**src/rtl/prio_encoder_rr.sv**
```systemverilog
// Registered N-input priority encoder with a one-entry valid/ready output stage.
// RR=0 selects the highest set request; RR=1 rotates priority after each capture.
module prio_encoder_rr #(
  parameter int N  = 8,
  parameter int W  = 3,
  parameter int RR = 0
) (
  input  logic         clk,
  input  logic         rst_n,
  input  logic         en,
  input  logic [N-1:0] req,
  input  logic         out_ready,
  output logic         out_valid,
  output logic [W-1:0] code,
  output logic [N-1:0] grant,
  output logic         multi
);

  generate
    if ((N < 2) || (N > 32) || (W != $clog2(N))) begin : g_bad_params
      $error("prio_encoder_rr: N must be 2..32 and W must equal clog2(N)");
    end
  endgenerate

  logic         r_valid;
  logic [W-1:0] r_code;
  logic [N-1:0] r_grant;
  logic         r_multi;
  logic [W-1:0] r_ptr;

  logic         w_capture;
  logic         w_multi;
  logic [W-1:0] w_fp_idx;
  logic [W-1:0] w_rr_idx;
  logic [W-1:0] w_win;
  logic [W-1:0] w_ptr_nxt;

  // A held result blocks capture until the consumer accepts it.
  assign w_capture = en & (|req) & (~r_valid | out_ready);

  // Clearing the lowest set bit leaves something only if two or more were set.
  assign w_multi = |(req & (req - N'(1)));

  // Fixed priority: later (higher) indices override earlier ones.
  always_comb begin
    w_fp_idx = {W{1'b0}};
    for (int i = 0; i < N; i++) begin
      w_fp_idx = req[i] ? W'(i) : w_fp_idx;
    end
  end

  // Round-robin: first set request at or above r_ptr, wrapping N-1 -> 0.
  always_comb begin : p_rr_search
    logic [W:0] v_cand;
    logic       v_found;
    v_cand   = {(W+1){1'b0}};
    v_found  = 1'b0;
    w_rr_idx = {W{1'b0}};
    for (int k = 0; k < N; k++) begin
      v_cand   = {1'b0, r_ptr} + (W+1)'(k);
      v_cand   = (v_cand >= (W+1)'(N)) ? (v_cand - (W+1)'(N)) : v_cand;
      w_rr_idx = (!v_found && req[v_cand[W-1:0]]) ? v_cand[W-1:0] : w_rr_idx;
      v_found  = v_found | req[v_cand[W-1:0]];
    end
  end

  assign w_win     = (RR != 0) ? w_rr_idx : w_fp_idx;
  assign w_ptr_nxt = (w_win == W'(N-1)) ? {W{1'b0}} : (w_win + W'(1));

  // Output stage and pointer: capture, drain, or hold.
  always_ff @(posedge clk or negedge rst_n) begin
    if (!rst_n) begin
      r_valid <= 1'b0;
      r_code  <= {W{1'b0}};
      r_grant <= {N{1'b0}};
      r_multi <= 1'b0;
      r_ptr   <= {W{1'b0}};
    end else if (w_capture) begin
      r_valid <= 1'b1;
      r_code  <= w_win;
      r_grant <= N'(1) << w_win;
      r_multi <= w_multi;
      r_ptr   <= (RR != 0) ? w_ptr_nxt : {W{1'b0}};
    end else if (out_ready) begin
      r_valid <= 1'b0;
    end
  end

  assign out_valid = r_valid;
  assign code      = r_code;
  assign grant     = r_grant;
  assign multi     = r_multi;

endmodule

```
**config.mk**
```make
export PLATFORM = sky130hd
export DESIGN_NAME = prio_encoder_rr
export DESIGN_NICKNAME = d
export VERILOG_FILES = /design/src/rtl/prio_encoder_rr.sv
export SDC_FILE = /design/constraint.sdc
export NUM_CORES = 1
export LEC_CHECK = 0
export ABC_AREA = 0
export CAP_MARGIN = 20
export CORE_MARGIN = 2
export CORE_UTILIZATION = 38
export DETAILED_ROUTE_END_ITERATION = 10
export PLACE_DENSITY = 0.73
export SLEW_MARGIN = 20
export SYNTH_ARGS = -nofsm -noshare
export SYNTH_HDL_FRONTEND = slang
export SYNTH_SLANG_ARGS = --single-unit
```
**constraint.sdc**
```tcl
create_clock -name clk -period 1.1 [get_ports clk]
set_clock_uncertainty 0.1 [all_clocks]
set_input_delay 0.275 -clock clk [delete_from_list [all_inputs] [get_ports clk]]
set_output_delay 0.275 -clock clk [all_outputs]
set_load 0.1 [all_outputs]
```
Yosys cells after proc, flatten, opt, wreduce, memory -nomap -nowiden:

Cells that the tools add are included.

* $add $sub $neg: 1
* $mul: 0
* divide/modulo/power cells: 0
* magnitude comparators: 0
* eq/ne operators: 0
* shifts and indexed selects: 1
* muxes and demuxes: 9
* bitwise operators: 5
* reduce and logical (&&, ||, !) cells: 3

Operators by type and width (number)
* OR reduction 8 bit: 2
* 2-to-1 mux 3 bit: 4
* bitwise AND 8 bit: 1
* << shifter 1 x 3 -> 8 bit (first input constant): 1
* subtractor 8 x 1 -> 8 bit (second input constant): 1
* 2-to-1 mux 2 bit: 2
* 2-to-1 mux 1 bit: 3
* bitwise AND 1 bit: 2
* nonzero test 2 bit: 1
* NOT 1 bit: 1
* OR 1 bit: 1

* flip-flop bits (word level): 13
* bits in latches: 0
* bits in writable memories: 0
* memory bits (read-only): 0
* output and inout port bits: 13
* word-level logic and storage cells: 23
* memories kept: 0

Longest topological paths before layout:

Gate-level depths: netlist of the first run.

* depth in word-level cells: 8
* mapped depth: 5

Least setup slack after synthesis of the first run:

Ideal clock, no wire load.

* path kind: flip-flop to flip-flop
* start: reg r_valid (netlist: out_valid)
* end: reg r_grant[7] (netlist: grant[7])
* setup time: 126 ps
* arrival: 1644 ps
* required time: 874 ps
* setup slack: -770 ps
* stages on the path, launching flop included: 4
* clock period less this slack: 1870 ps
* cells stage by stage: dfrtp_1 > nand2b_1 > o311ai_4 > mux2_2

* longest elaborated chain between the ends: 3

Ends and longest elaborated chain
* start: declaration: RTL line 25 `logic r_valid;`
* start signal: assignment: RTL line 73 `r_valid <= 1'b0;`
* start signal: assignment: RTL line 79 `r_valid <= 1'b1;`
* start signal: assignment: RTL line 85 `r_valid <= 1'b0;`
* NOT 1 bit: RTL line 39 `assign w_capture = en & (|req) & (~r_valid | out_ready);`
* OR 1 bit: RTL line 39
* bitwise AND 1 bit: RTL line 39
* end signal: assignment: RTL line 75 `r_grant <= {N{1'b0}};`
* end signal: assignment: RTL line 81 `r_grant <= N'(1) << w_win;`
* end: declaration: RTL line 27 `logic [N-1:0] r_grant;`

Every way passes these cells.
A chain may end at the register's enable or synchronous reset.

Final worst setup path of the first run:

* start: in req[5]
* end: reg r_code[0] (netlist: code[0])

* longest elaborated chain between the ends: 3

Ends and longest elaborated chain
* start: declaration: RTL line 11 `input logic [N-1:0] req,`
* OR reduction 8 bit or 2-to-1 mux 3 bit (tied branches): RTL line 39, 48
* bitwise AND 1 bit or 2-to-1 mux 3 bit (tied branches) (2 in series): RTL line 39, 48
* end signal: assignment: RTL line 74 `r_code <= {W{1'b0}};`
* end signal: assignment: RTL line 80 `r_code <= w_win;`
* end: declaration: RTL line 26 `logic [W-1:0] r_code;`

Parallel ways exist; a longest one is shown, timed or not.

==> results.cfg, run 1 <==
[sta]
setup_slack_ns = -0.4890
grt_setup_unrepaired = yes
peak_freq_ghz = 0.6293
final.min_clock_period_ns = 1.589
post-route-period-util = 1.445
max-slew-margin-rel = 0.7335
setup_viols_final = 26
slew_viol_final = 0
hold_slack_ns = 0.1990
worst_slew_pin_slew_ns = 0.3955
hold_viol_final = 0

[drt]
drt_drc_violations_left = 0
drt-pass1-iter-count = 4
drtIter0Drc = 31
wire_length_per_cell_after_detailed_routing_um = 15.26
avgViaCountPerCell = 5.151
antenna_violating_nets_post_route = 0
top_signal_layer_used = met4
m1WireLength_um = 851
drt-total-wl_mm = 2.121
detailroute.wirelength.met2_mm = 1.162
dr_total_vias = 716
wl_met3_um = 91

[power]
leakage_nw = 0.5897
power_frac_comb = 0.444
p_sw_mw = 0.6325
vdd_drop_max_uv = 783.3
power.density_nw_per_um2 = 1163
power.share.switching = 0.4006
pwr-share-clk = 0.204
power_report.internal_total_mw = 0.9464
seqPwrFrac = 0.352

[layout]
antenna_cells = 0
drive_above_1_share = 0.6053
finish.instance_area_sq_um = 1358
finalCoreUtilization = 0.7949
areaGrowthSynthToFinish_pct = 100.9
final_cells = 139
final_nets = 127

[synth]
synth.yosys.warnings = 0
synthDominantCellAreaShare = 0.4815
synthArstFlopShare = 1.000
synth.area.top_cells = dfrtp_1 (48%), nand2_1 (6.1%), o31ai_1 (4.4%)
syn_area_sq_um = 675.6
ys_top_cells_by_count = dfrtp_1 (13), nand2_1 (11), nor2_1 (5)
synthesized_net_count = 79
synth_edf_count = 0
number_of_flip_flops_and_latches_in_the_synthesized_netlist = 13
most_used_dff_post_synth = dfrtp_1
portion_of_netlist_area_occupied_by_mux_cells = 0.03333
yosysTopAreaCell = dfrtp_1
synth_cell_types = 27
synth-adder-area-share = 0
synth-seq-area-share = 0.4815
synth_top_family_by_area = compound AO/OA/AOI/OAI gates
synth-simple-area-share = 0.1870
synthesized_area_per_cell_sq_um = 10.08
compound_gate_portion_of_the_synthesized_area = 0.2481
synthesis.instances = 67
yosys.area_share.xor_xnor = 0
yosys.cell_count.top_type = dfrtp_1

[critical_path]
timing.critical_path.to_type = flop
worst_path_most_repeated_cell = buf_6
worstPathBufferInverterCount = 3
path_delay_family = simple AND/OR/NAND/NOR gates
timing.critical_path.from_type = input pin
slowest_cell_on_crit_path = or4_4
max_incr_delay_on_cp_ns = 0.58
timing.critical_path.fanout_max = 5
req_time_crit_path_ns = 1.18
crit_path_cell_trace = buf_6 -> or4_4 -> o311ai_4 -> buf_6 -> buf_4 -> and2b_1 -> a21oi_2
cp_arrival_ns = 1.67
worstReg2RegStart = out_valid
crit_start = req[5]
critPathKind = input pin to flop

[clocking]
cts-htree-levels = 1
cts_tree = built
hold_buf_cts = 0
path_clk_slew_ns = 0.09
clk_latency_ns = 0.29
clock-sinks = 13
numCtsBuffers = 3
cell_chosen_for_the_clock_root = clkbuf_4
cts-root-to-sink-buffers = 2

[run_status]
violated_checks = negative setup slack
outcome = finished with violations

[global_route]
via_count_of_the_first_global_routing_pass = 678
grt_first_pass_wirelength_mm = 3.139
grt_max_degree = 14
groute.usage.overall = 0.2157
grt_antenna_before_repair = 0
grt.overflow.total = 0

[die]
die_w_um = 46.17
die-area_sq_um = 2131
floorplan.die.height_um = 46.17
boundaryPins = 25
floorplan.initialDensity = 0.3956
core_area_sq_um = 1708
std_cell_rows = 15

[hold_path]
hold_path_class = input pin to asynchronous set/reset pin

[job]
max_cap_viol_count = 0

[placement]
placed_cells = 128
gpl.final_weighted_congestion = 0.7836
dpl-instance-area_sq_um = 1197
dp.final_hpwl_mm = 1.359
io_buffers = 24
per-layer routing:
layer,GRT usage,vias to the layer above
li1,-,339
met1,0.2663,348
met2,0.3361,27
met3,0.05098,2
met4,0.1314,0
met5,0,-
worst paths after layout:
check | cells after the start | endpoint | slack [ns]
worst max-delay path | 7 | code[0] | -0.49
worst min-delay path | 2 | out_valid | 0.20
worst max register to register | 5 | grant[0] | -0.37
worst min register to register | 2 | grant[4] | 0.43
max in group asynchronous | 2 | grant[3] | 0.58
min in group clk | 3 | grant[4] | 0.24
state kept, by name, summed over array words and instances, names as in the netlist:
name and flops:
code 3, grant 8, out_valid 1, multi 1
cell type report:
| cell class | count | area (sq um) |
|---|---|---|
| clock buffers | 3 | 22.52 |
| clock inverters | 1 | 5.005 |
| fillers | 105 | 350.3 |
| inverters | 2 | 7.507 |
| multi-input cells | 48 | 382.9 |
| flip-flops and latches | 13 | 339.1 |
| well taps | 25 | 31.28 |
| repair buffers | 47 | 569.3 |
metrics by stage:
step | setup slack (ns) | power (mW) | TNS [ns]
6_report | -0.4890 | 1.579 | -7.933
5_1_grt | -0.5072 | 1.642 | -8.672
4_1_cts | -0.4536 | 1.540 | -7.766
3_5_place_dp | -1.220 | 1.195 | -14.96
3_3_place_gp | -1.135 | 1.186 | -14.13
2_1_floorplan | -0.6657 | 0.8984 | -8.066
cell usage in the layout, fill, tap and decap left out, drive strengths merged, types with 2 or more instances in the layout:
cell,instances
clkdlybuf4s50,3
nor3,2
dlygate4sd2,2
inv,2
nor2,5
nand2b,2
nand2,11
buf,39
o31ai,4
dfrtp,13
o21ai,4
clkbuf,3
mux2,2
o41ai,3
clkdlybuf4s15,3
a21oi,3
worst register-to-register path: cells and delay by family (launching register included):
kind | cells | cell delay, ns
simple gates | 1 | 0.09
flops | 1 | 0.44
buf+inv | 2 | 0.30
compound gates | 2 | 0.43
kinds of logic (layout without fill, tap and decap cells):
kind of cell | Yosys count | count (layout)
mux | 2 | 2
buf+inv | 6 | 53
compound gates | 20 | 20
flops | 13 | 13
simple gates | 26 | 26
power groups by stage:
stage / logic [mW] / registers, mW / clock network [mW]
3_3_place_gp: 0.623 / 0.563 / 0
2_1_floorplan: 0.0955 / 0.803 / 0
5_1_grt: 0.729 / 0.560 / 0.353
4_1_cts: 0.657 / 0.557 / 0.326
3_5_place_dp: 0.630 / 0.564 / 0
6_report: 0.701 / 0.556 / 0.321
what timing repair did:
| action | 4_1_cts | 5_1_grt |
|---|---|---|
| pin swaps | 6 | 3 |
| cloned | 1 | 0 |
| setup endpoints to repair | 26 | 26 |
| buffers inserted | 3 | 3 |
| resized for setup | 33 | 11 |
Power figures use the tool's default switching activity.
==> run 2: changes to the inputs <==
--- a/config.mk
+++ b/config.mk
@@ -10,6 +10,7 @@
 export CORE_MARGIN = 2
 export CORE_UTILIZATION = 38
 export DETAILED_ROUTE_END_ITERATION = 10
+export HOLD_SLACK_MARGIN = 0.03
 export PLACE_DENSITY = 0.73
 export SLEW_MARGIN = 20
 export SYNTH_ARGS = -nofsm -noshare
==> results of run 2 <==
No change in the layout: final DEF, timing and power equal those of run 1.
==> run 3: changes to the inputs <==
--- a/config.mk
+++ b/config.mk
@@ -8,10 +8,10 @@
 export ABC_AREA = 0
 export CAP_MARGIN = 20
 export CORE_MARGIN = 2
-export CORE_UTILIZATION = 38
+export CORE_UTILIZATION = 42
 export DETAILED_ROUTE_END_ITERATION = 10
 export HOLD_SLACK_MARGIN = 0.03
-export PLACE_DENSITY = 0.73
+export PLACE_DENSITY = 0.76
 export SLEW_MARGIN = 20
 export SYNTH_ARGS = -nofsm -noshare
 export SYNTH_HDL_FRONTEND = slang
==> constraint.sdc (replaced) <==
create_clock -name clk -period 1.8 [get_ports clk]
set_clock_uncertainty 0.1 [all_clocks]
set_input_delay 0.45 -clock clk [delete_from_list [all_inputs] [get_ports clk]]
set_output_delay 0.45 -clock clk [all_outputs]
set_load 0.1 [all_outputs]
==> run 3 against run 2 <==
  * The run still ends with negative setup slack left
  * Wire length shrank 12%
  * Cell area fell by 8.8%
  * Core utilization increased by 2.7 points
  * Die area fell by 8.7%
  * Combinational power decreased by 44%
  * Hold slack improved by 0.16 ns
  * Via count shrank 2.5%
  * Power decreased by 42%
  * Non-clock buffer count decreased by 5
  * First-iteration DRC count fell by 35%
  * Final cell count decreased by 10%
  * Critical path type unchanged
  * Largest cell class unchanged
==> results.cfg, run 3 (synthesized netlist as in run 1, its figures left out) <==
[critical_path]
timing.critical_path.fanout_max = 5
crit_start = req[4]
cp_arrival_ns = 1.89
reg2reg_setup_slack_ns = 0.32
worstReg2RegStart = out_valid
req_time_crit_path_ns = 1.87
critPathKind = input pin to flop
timing.critical_path.to_type = flop
worst_r2r_endpoint = grant[0]
timing.critical_path.from_type = input pin
reg2reg_depth = 5

[sta]
peak_freq_ghz = 0.5507
setup_viols_final = 2
worst_slew_pin_slew_ns = 0.2833
hold_viol_final = 0
slew_viol_final = 0
grt_setup_unrepaired = yes
fin_tns_setup_ns = -0.03054
max-slew-margin-rel = 0.8087
final.min_clock_period_ns = 1.816
setup_slack_ns = -0.01580
post-route-period-util = 1.009

[drt]
drt_drc_violations_left = 0
drt-pass1-iter-count = 4
dr_total_vias = 698
drtIter0Drc = 20
antenna_violating_nets_post_route = 0
drt-total-wl_mm = 1.874
avgViaCountPerCell = 5.584
wire_length_per_cell_after_detailed_routing_um = 14.99

[global_route]
via_count_of_the_first_global_routing_pass = 651
groute.layer.met2.usage = 0.3206
grt.met1_usage = 0.2526
grt_first_pass_wirelength_mm = 2.898
grt_most_used_layer = met2
grt_antenna_before_repair = 0
grt_max_degree = 17
groute.layer.met3.usage = 0.06939
grt.overflow.total = 0
groute.usage.overall = 0.2055

[die]
std_cell_rows = 14
floorplan.die.height_um = 44.11
die_w_um = 44.11
core_area_sq_um = 1506
floorplan.initialDensity = 0.4485
die-area_sq_um = 1946
boundaryPins = 25

[run_status]
violated_checks = negative setup slack
outcome = finished with violations

[job]
max_cap_viol_count = 0

[placement]
gpl.final_weighted_congestion = 0.8959
dp.final_hpwl_mm = 1.352
placed_cells = 118
dpl-instance-area_sq_um = 1152
io_buffers = 24

[power]
power_mw = 0.9201
leakage_nw = 0.5683
vdd_drop_max_uv = 443.1
power.density_nw_per_um2 = 743.5

[layout]
finish.instance_area_sq_um = 1237
largest_reg_flops = 8
antenna_cells = 0
mostFrequentLayoutCell = buf_4
drive_above_1_share = 0.4495
final_nets = 122
layout.cells.most_common_list = buf_4 (15), dfrtp_1 (13), buf_12 (13)
final_cells = 125
areaGrowthSynthToFinish_pct = 83.15

[clocking]
numCtsBuffers = 3
clk_latency_ns = 0.29
path_clk_slew_ns = 0.08
cts-root-to-sink-buffers = 2
clock-sinks = 13
cts-htree-levels = 1
cell_chosen_for_the_clock_root = clkbuf_4
cts_tree = built

[hold_path]
hold_path_class = input pin to asynchronous set/reset pin
[run 3: cell types whose count changed in the layout (fill, tap and decap cells not counted), sizes merged]
| cell | previous run | this run |
|---|---|---|
| clkdlybuf4s50 | 3 | 4 |
| clkinv | 1 | 0 |
| buf | 39 | 35 |
| clkdlybuf4s15 | 3 | 1 |
| clkbuf | 3 | 4 |
[run 3: layout make-up]
| class | instances | area (sq um) |
|---|---|---|
| clock buffers | 4 | 26.28 |
| fillers | 89 | 269.0 |
| inverters | 2 | 7.507 |
| multi-input cells | 48 | 351.6 |
| flip-flops and latches | 13 | 325.3 |
| well taps | 16 | 20.02 |
| repair buffers | 42 | 506.7 |
[run 3: per-layer routing]
metal  up-vias  routed length [um]
met5         -                   0
met4         0                  37
met3         4                 119
met2        27                 943
met1       341                 774
li1        326                   -
[run 3: worst max-delay path by stage]
stage	end	slack [ns]	depth (start not counted)
6_report	grant[7]	-0.02	5
2_1_floorplan	grant[7]	-0.14	3
5_1_grt	grant[7]	-0.03	5
3_5_place_dp	grant[0]	-0.68	6
4_1_cts	code[0]	0.01	6
3_3_place_gp	multi	-0.62	4
[run 3: worst max-delay path, cell delays in order]
cell and delay [ns]:
buf_6 0.09, or4_4 0.58, o311ai_4 0.31, buf_6 0.16
mux2_4 0.29
[run 3: repair_timing]
action,CTS,global route
hold endpoints to repair,0,0
hold buffers,0,0
resized for setup,25,9
setup endpoints to repair,12,10
pin swaps,3,2
cloned,0,1
setup buffers,0,2
[run 3: metrics by stage]
stage / hold WS, ns / utilization / setup WS (ns)
after floorplan: 0.05441 / - / -0.1411
after global placement: 0.4257 / 0.7650 / -0.6178
after detailed placement: 0.4289 / 0.7650 / -0.6834
after CTS: 0.3716 / 0.7824 / 0.01122
after global routing: 0.3732 / 0.8214 / -0.02660
final: 0.3595 / 0.8214 / -0.01580
[run 3: report_power, final]
group | switching [mW] | total (mW) | internal (mW)
logic | 0.236 | 0.395 | 0.159
clock network | 0.101 | 0.187 | 0.0863
registers | 0.0248 | 0.338 | 0.313
total | 0.362 | 0.920 | 0.558
